<file path="config.mk">
export PLATFORM = sky130hd
export DESIGN_NAME = lif_neuron_array
export DESIGN_NICKNAME = d
export VERILOG_FILES = /design/src/rtl/lif_neuron_array.sv
export SDC_FILE = /design/constraint.sdc
export NUM_CORES = 1
export LEC_CHECK = 0
export CORE_ASPECT_RATIO = 0.8
export CORE_MARGIN = 1.5
export CORE_UTILIZATION = 40
export DETAILED_ROUTE_END_ITERATION = 10
export SETUP_SLACK_MARGIN = 0.1
export SLEW_MARGIN = 20
export SYNTH_ARGS = -nofsm -noshare
export SYNTH_HDL_FRONTEND = slang
export SYNTH_HIERARCHICAL = 1
export SYNTH_SLANG_ARGS = --single-unit
</file>
<file path="constraint.sdc">
create_clock -name clk -period 5.5 [get_ports clk]
set_input_delay 1.1 -clock clk [delete_from_list [all_inputs] [get_ports clk]]
set_output_delay 1.1 -clock clk [all_outputs]
set_load 0.005 [all_outputs]
</file>
<file path="src/rtl/lif_neuron_array.sv">
// Array of leaky integrate-and-fire neurons with a selectable membrane-voltage tap
// and a saturating total-spike counter.

module lif_lane #(
   parameter int W_IN       = 8,
   parameter int W_MEM      = 8,
   parameter int LEAK_SHIFT = 3,
   parameter int REFRAC     = 4
) (
   input  logic             clk,
   input  logic             rst_n,
   input  logic             en,
   input  logic [W_IN-1:0]  i_syn,
   input  logic [W_MEM-1:0] threshold,
   output logic [W_MEM-1:0] v,
   output logic             spike,
   output logic             fire
);
   logic [3:0]       r;
   logic [W_MEM-1:0] v_leak;
   logic [W_MEM:0]   v_sum;
   logic [W_MEM-1:0] v_next;

   // One extra bit catches the carry so the sum can clamp instead of wrapping.
   always_comb begin
      v_leak = v - (v >> LEAK_SHIFT);
      v_sum  = {1'b0, v_leak} + (W_MEM+1)'(i_syn);
      v_next = v_sum[W_MEM] ? '1 : v_sum[W_MEM-1:0];
      fire   = (r == '0) && (v_next >= threshold);
   end

   always_ff @(posedge clk) begin
      if (rst_n) begin
         v     <= '0;
         r     <= '0;
         spike <= 1'b0;
      end else if (!en) begin
         spike <= 1'b0;
      end else if (r != '0) begin
         r     <= r - 4'd1;
         v     <= '0;
         spike <= 1'b0;
      end else if (fire) begin
         spike <= 1'b1;
         v     <= '0;
         r     <= 4'(REFRAC);
      end else begin
         v     <= v_next;
         spike <= 1'b0;
      end
   end
endmodule

module lif_neuron_array #(
   parameter int N_CH       = 4,
   parameter int W_IN       = 8,
   parameter int W_MEM      = 8,
   parameter int LEAK_SHIFT = 3,
   parameter int REFRAC     = 4,
   parameter int W_SEL      = 2
) (
   input  logic                 clk,
   input  logic                 rst_n,
   input  logic                 en,
   input  logic [N_CH*W_IN-1:0] I_syn,
   input  logic [W_MEM-1:0]     threshold,
   input  logic [W_SEL-1:0]     sel,
   output logic [W_MEM-1:0]     V_mem,
   output logic [N_CH-1:0]      spike,
   output logic [7:0]           spike_count
);
   logic [N_CH-1:0][W_MEM-1:0] v;
   logic [N_CH-1:0]            fire;
   logic [3:0]                 n_fire;
   logic [8:0]                 count_sum;

   for (genvar g = 0; g < N_CH; g++) begin : g_lane
      lif_lane #(
         .W_IN(W_IN), .W_MEM(W_MEM), .LEAK_SHIFT(LEAK_SHIFT), .REFRAC(REFRAC)
      ) u_lane (
         .clk(clk), .rst_n(rst_n), .en(en),
         .i_syn(I_syn[g*W_IN +: W_IN]), .threshold(threshold),
         .v(v[g]), .spike(spike[g]), .fire(fire[g])
      );
   end

   // Out-of-range selects fall through to zero.
   always_comb begin
      V_mem = '0;
      for (int k = 0; k < N_CH; k++)
         if (sel == W_SEL'(k)) V_mem = v[k];
   end

   always_comb begin
      n_fire = '0;
      for (int k = 0; k < N_CH; k++) n_fire = n_fire + 4'(fire[k]);
      count_sum = {1'b0, spike_count} + 9'(n_fire);
   end

   always_ff @(posedge clk) begin
      if (rst_n)
         spike_count <= '0;
      else if (en)
         spike_count <= count_sum[8] ? 8'hff : count_sum[7:0];
   end
endmodule
</file>
==> results.json <==
{
  "status": "complete, but fails checks",
  "violations": "design-rule violations",
  "wl_per_cell_um": 16.7,
  "period_needed_ns": 5.31,
  "slew_headroom_pct": 42.6,
  "ys_ff_latch": 60,
  "cp.required_ns": 5.76,
  "antenna_cells": 0,
  "fmax_mhz": 188,
  "drt_iter0_drc": 342,
  "syn_nets": 869,
  "worst_setup_path_end_kind": "flop",
  "muxShareOfSynthArea_pct": 4.72,
  "htree_levels": 3,
  "fin_crit_sh_pct": 96.5,
  "yosys.area_share.simple_pct": 19.7,
  "ys.flop_type": "dfxtp_1",
  "design.core.area_mm2": 0.0144,
  "clock_path_buffers": 2,
  "initial_core_util_pct": 41.2,
  "synth_area_mm2": 0.00593,
  "cts_made_buffers": 9,
  "synth_compound_area_share_pct": 22.6,
  "dieArea_mm2": 0.0156,
  "drv_cap": 0,
  "ios": 65,
  "grt_pass1_vias": 5725,
  "dp_hpwl_mm": 13.5,
  "syn_to_final_growth_pct": 35.3,
  "grt_overflow": 0,
  "synth_top_family_by_area": "compound AO/OA/AOI/OAI gates",
  "layout_common_cells": "inv_1, buf_4, ha_1, clkdlybuf4s50_1, nor2_1",
  "avgSynthCellArea_um2": 8.15,
  "start_kind": "flop",
  "fillers": 1289,
  "hold_class": "reg -> reg",
  "io_buffers": 64,
  "die_y_um": 112,
  "rsz0062_at_grt": "true",
  "finalNetCount": 1012,
  "synth_edf_count": 0,
  "cp_max_fo": 5,
  "num_vias": 5850,
  "fin_worst_skew_ns": 0.00569,
  "grt_max_degree": 37,
  "cts_root_buf": "clkbuf_16",
  "cts_tree": "done",
  "rows": 39,
  "ys_warn_count": 6,
  "ctsHoldBuffers": 0,
  "layout_commonest_cell": "inv_1",
  "holdWs_ns": 0.492,
  "syn_inst": 728,
  "setup_violations": 0,
  "slew_violations": 0,
  "drc": 4,
  "cp_data_arrival_time_ns": 5.56,
  "fp.dieW_um": 139,
  "synth_xor_area_share_pct": 4.72,
  "grt_util_all_layers_pct": 22.6,
  "clock_latency_ns": 0.33,
  "grt_pass1_wl_mm": 28.0,
  "antenna_found_initial": 0,
  "finalHoldViolCount": 0,
  "critPathKind": "reg -> reg",
  "cts.sinks": 60,
  "synthArstFlopShare_pct": 0,
  "via_per_inst": 5.52,
  "tightest_slew_ns": 0.858,
  "synth.distinct_cells": 49,
  "synth_fa_ha_area_share_pct": 21.6,
  "wl_mm": 17.7,
  "synth-seq-area-share_pct": 20.2,
  "ant_nets": 0,
  "dr.pass1.iters": 8,
  "gp_congestion": 0.854,
  "clk_pin_slew_ns": 0.05,
  "drive_gt1_share_pct": 23.5
}
[sequential cells by signal, summed over array words and instances, names as in the netlist]
signal               count
g_lane.u_lane/v         32
g_lane.u_lane/spike      4
g_lane.u_lane/r         16
spike_count              8
[Yosys cell counts, drive strengths merged, types with 5 or more instances]
cell    count  area share, %
a211o       5           0.74
a211oi     17            2.5
a21oi      29            2.4
a22o       20            3.0
and3        6           0.65
buf         7           0.67
dfxtp      60             20
fa         11            3.7
ha         85             18
inv        86            5.4
mux2i      10            1.7
mux4        8            3.0
nand2      67            4.4
nand2b     13            1.4
nand3      21            1.8
nand4       9           0.95
nor2       67            4.2
nor2b      13            1.4
nor3       28            2.4
nor4        8           0.84
o211ai     12            1.9
o21a       13            1.6
o21ai      37            3.1
o21bai      8            1.0
xnor2      32            4.7
[through the flow]
| step | util (%) | cells | setup slack [ns] | setup TNS [ns] | instance area, um2 |
|---|---|---|---|---|---|
| after global placement | 50.0 | 1022 | -0.339 | -2.19 | 7190 |
| after detailed placement | 50.0 | 1022 | -0.446 | -3.11 | 7190 |
| after CTS | 53.8 | 1052 | 0.101 | 0 | 7740 |
| final | 55.7 | 1060 | 0.195 | 0 | 8030 |
| after floorplan | - | 728 | 0.161 | 0 | 5950 |
| after global routing | 55.7 | 1060 | -0.0857 | -0.273 | 8030 |
[final timing paths]
| check | startpoint | endpoint | slack [ns] | cells past startpoint |
|---|---|---|---|---|
| max | g_lane[0].u_lane/v[0] | spike_count[3] | 0.19 | 27 |
| min | g_lane[1].u_lane/v[0] | g_lane[1].u_lane/v[0] | 0.49 | 2 |
| max reg2reg | g_lane[0].u_lane/v[0] | spike_count[3] | 0.19 | 27 |
| min reg2reg | g_lane[1].u_lane/v[0] | g_lane[1].u_lane/v[0] | 0.49 | 2 |
[critical path, stage by stage (launching register included)]
cell and delay (ns):
dfxtp_2 0.33, inv_2 0.06, ha_4 0.16, fa_2 0.36, nor2b_1 0.12, o21a_1 0.16, nor2_1 0.06, xnor2_1 0.15
ha_2 0.40, nand3_2 0.08, o211ai_2 0.21, a221oi_2 0.10, or3b_1 0.40, and2_4 0.16, ha_4 0.21, nand4_1 0.07
nor2_1 0.05, a211oi_2 0.30, nor2_2 0.10, fa_1 0.50, inv_1 0.05, fa_2 0.34, inv_2 0.06, fa_2 0.20
nand4_1 0.12, buf_4 0.17, o211a_1 0.20, nor3_2 0.10
[area by class of cell]
cell class | count | area, um2 | share of cell area [%]
well taps | 184 | 230 | 2.87
clock buffers | 14 | 254 | 3.16
inverters | 86 | 323 | 4.02
multi-input cells | 571 | 4760 | 59.3
repair buffers | 143 | 1240 | 15.5
flip-flops and latches | 60 | 1210 | 15.1
clock inverters | 2 | 10.0 | 0.125
[cells by family (layout without fill, tap and decap cells)]
| group | after synthesis | count (layout) |
|---|---|---|
| fa+ha+maj | 96 | 96 |
| simple gates | 245 | 245 |
| mux | 18 | 18 |
| flops | 60 | 60 |
| xor+xnor | 32 | 32 |
| compound gates | 180 | 180 |
| buf+inv | 97 | 245 |
[timing repair]
item,CTS,global route
resized for setup,49,43
endpoints found under the setup margin,8,8
pin swaps,45,49
hold endpoints to repair,0,0
setup buffers,14,8
[metal layers]
| layer | vias up | routed length (um) | global-route usage (%) |
|---|---|---|---|
| li1 | 2903 | - | - |
| met1 | 2775 | 8230 | 30.7 |
| met2 | 140 | 8250 | 37.4 |
| met3 | 32 | 900 | 3.05 |
| met4 | 0 | 337 | 6.60 |
| met5 | - | 0 | 0 |
Power is left out: the tool's default activity adds up to more than one toggle a clock period on the data nets, which glitch-free logic cannot reach.
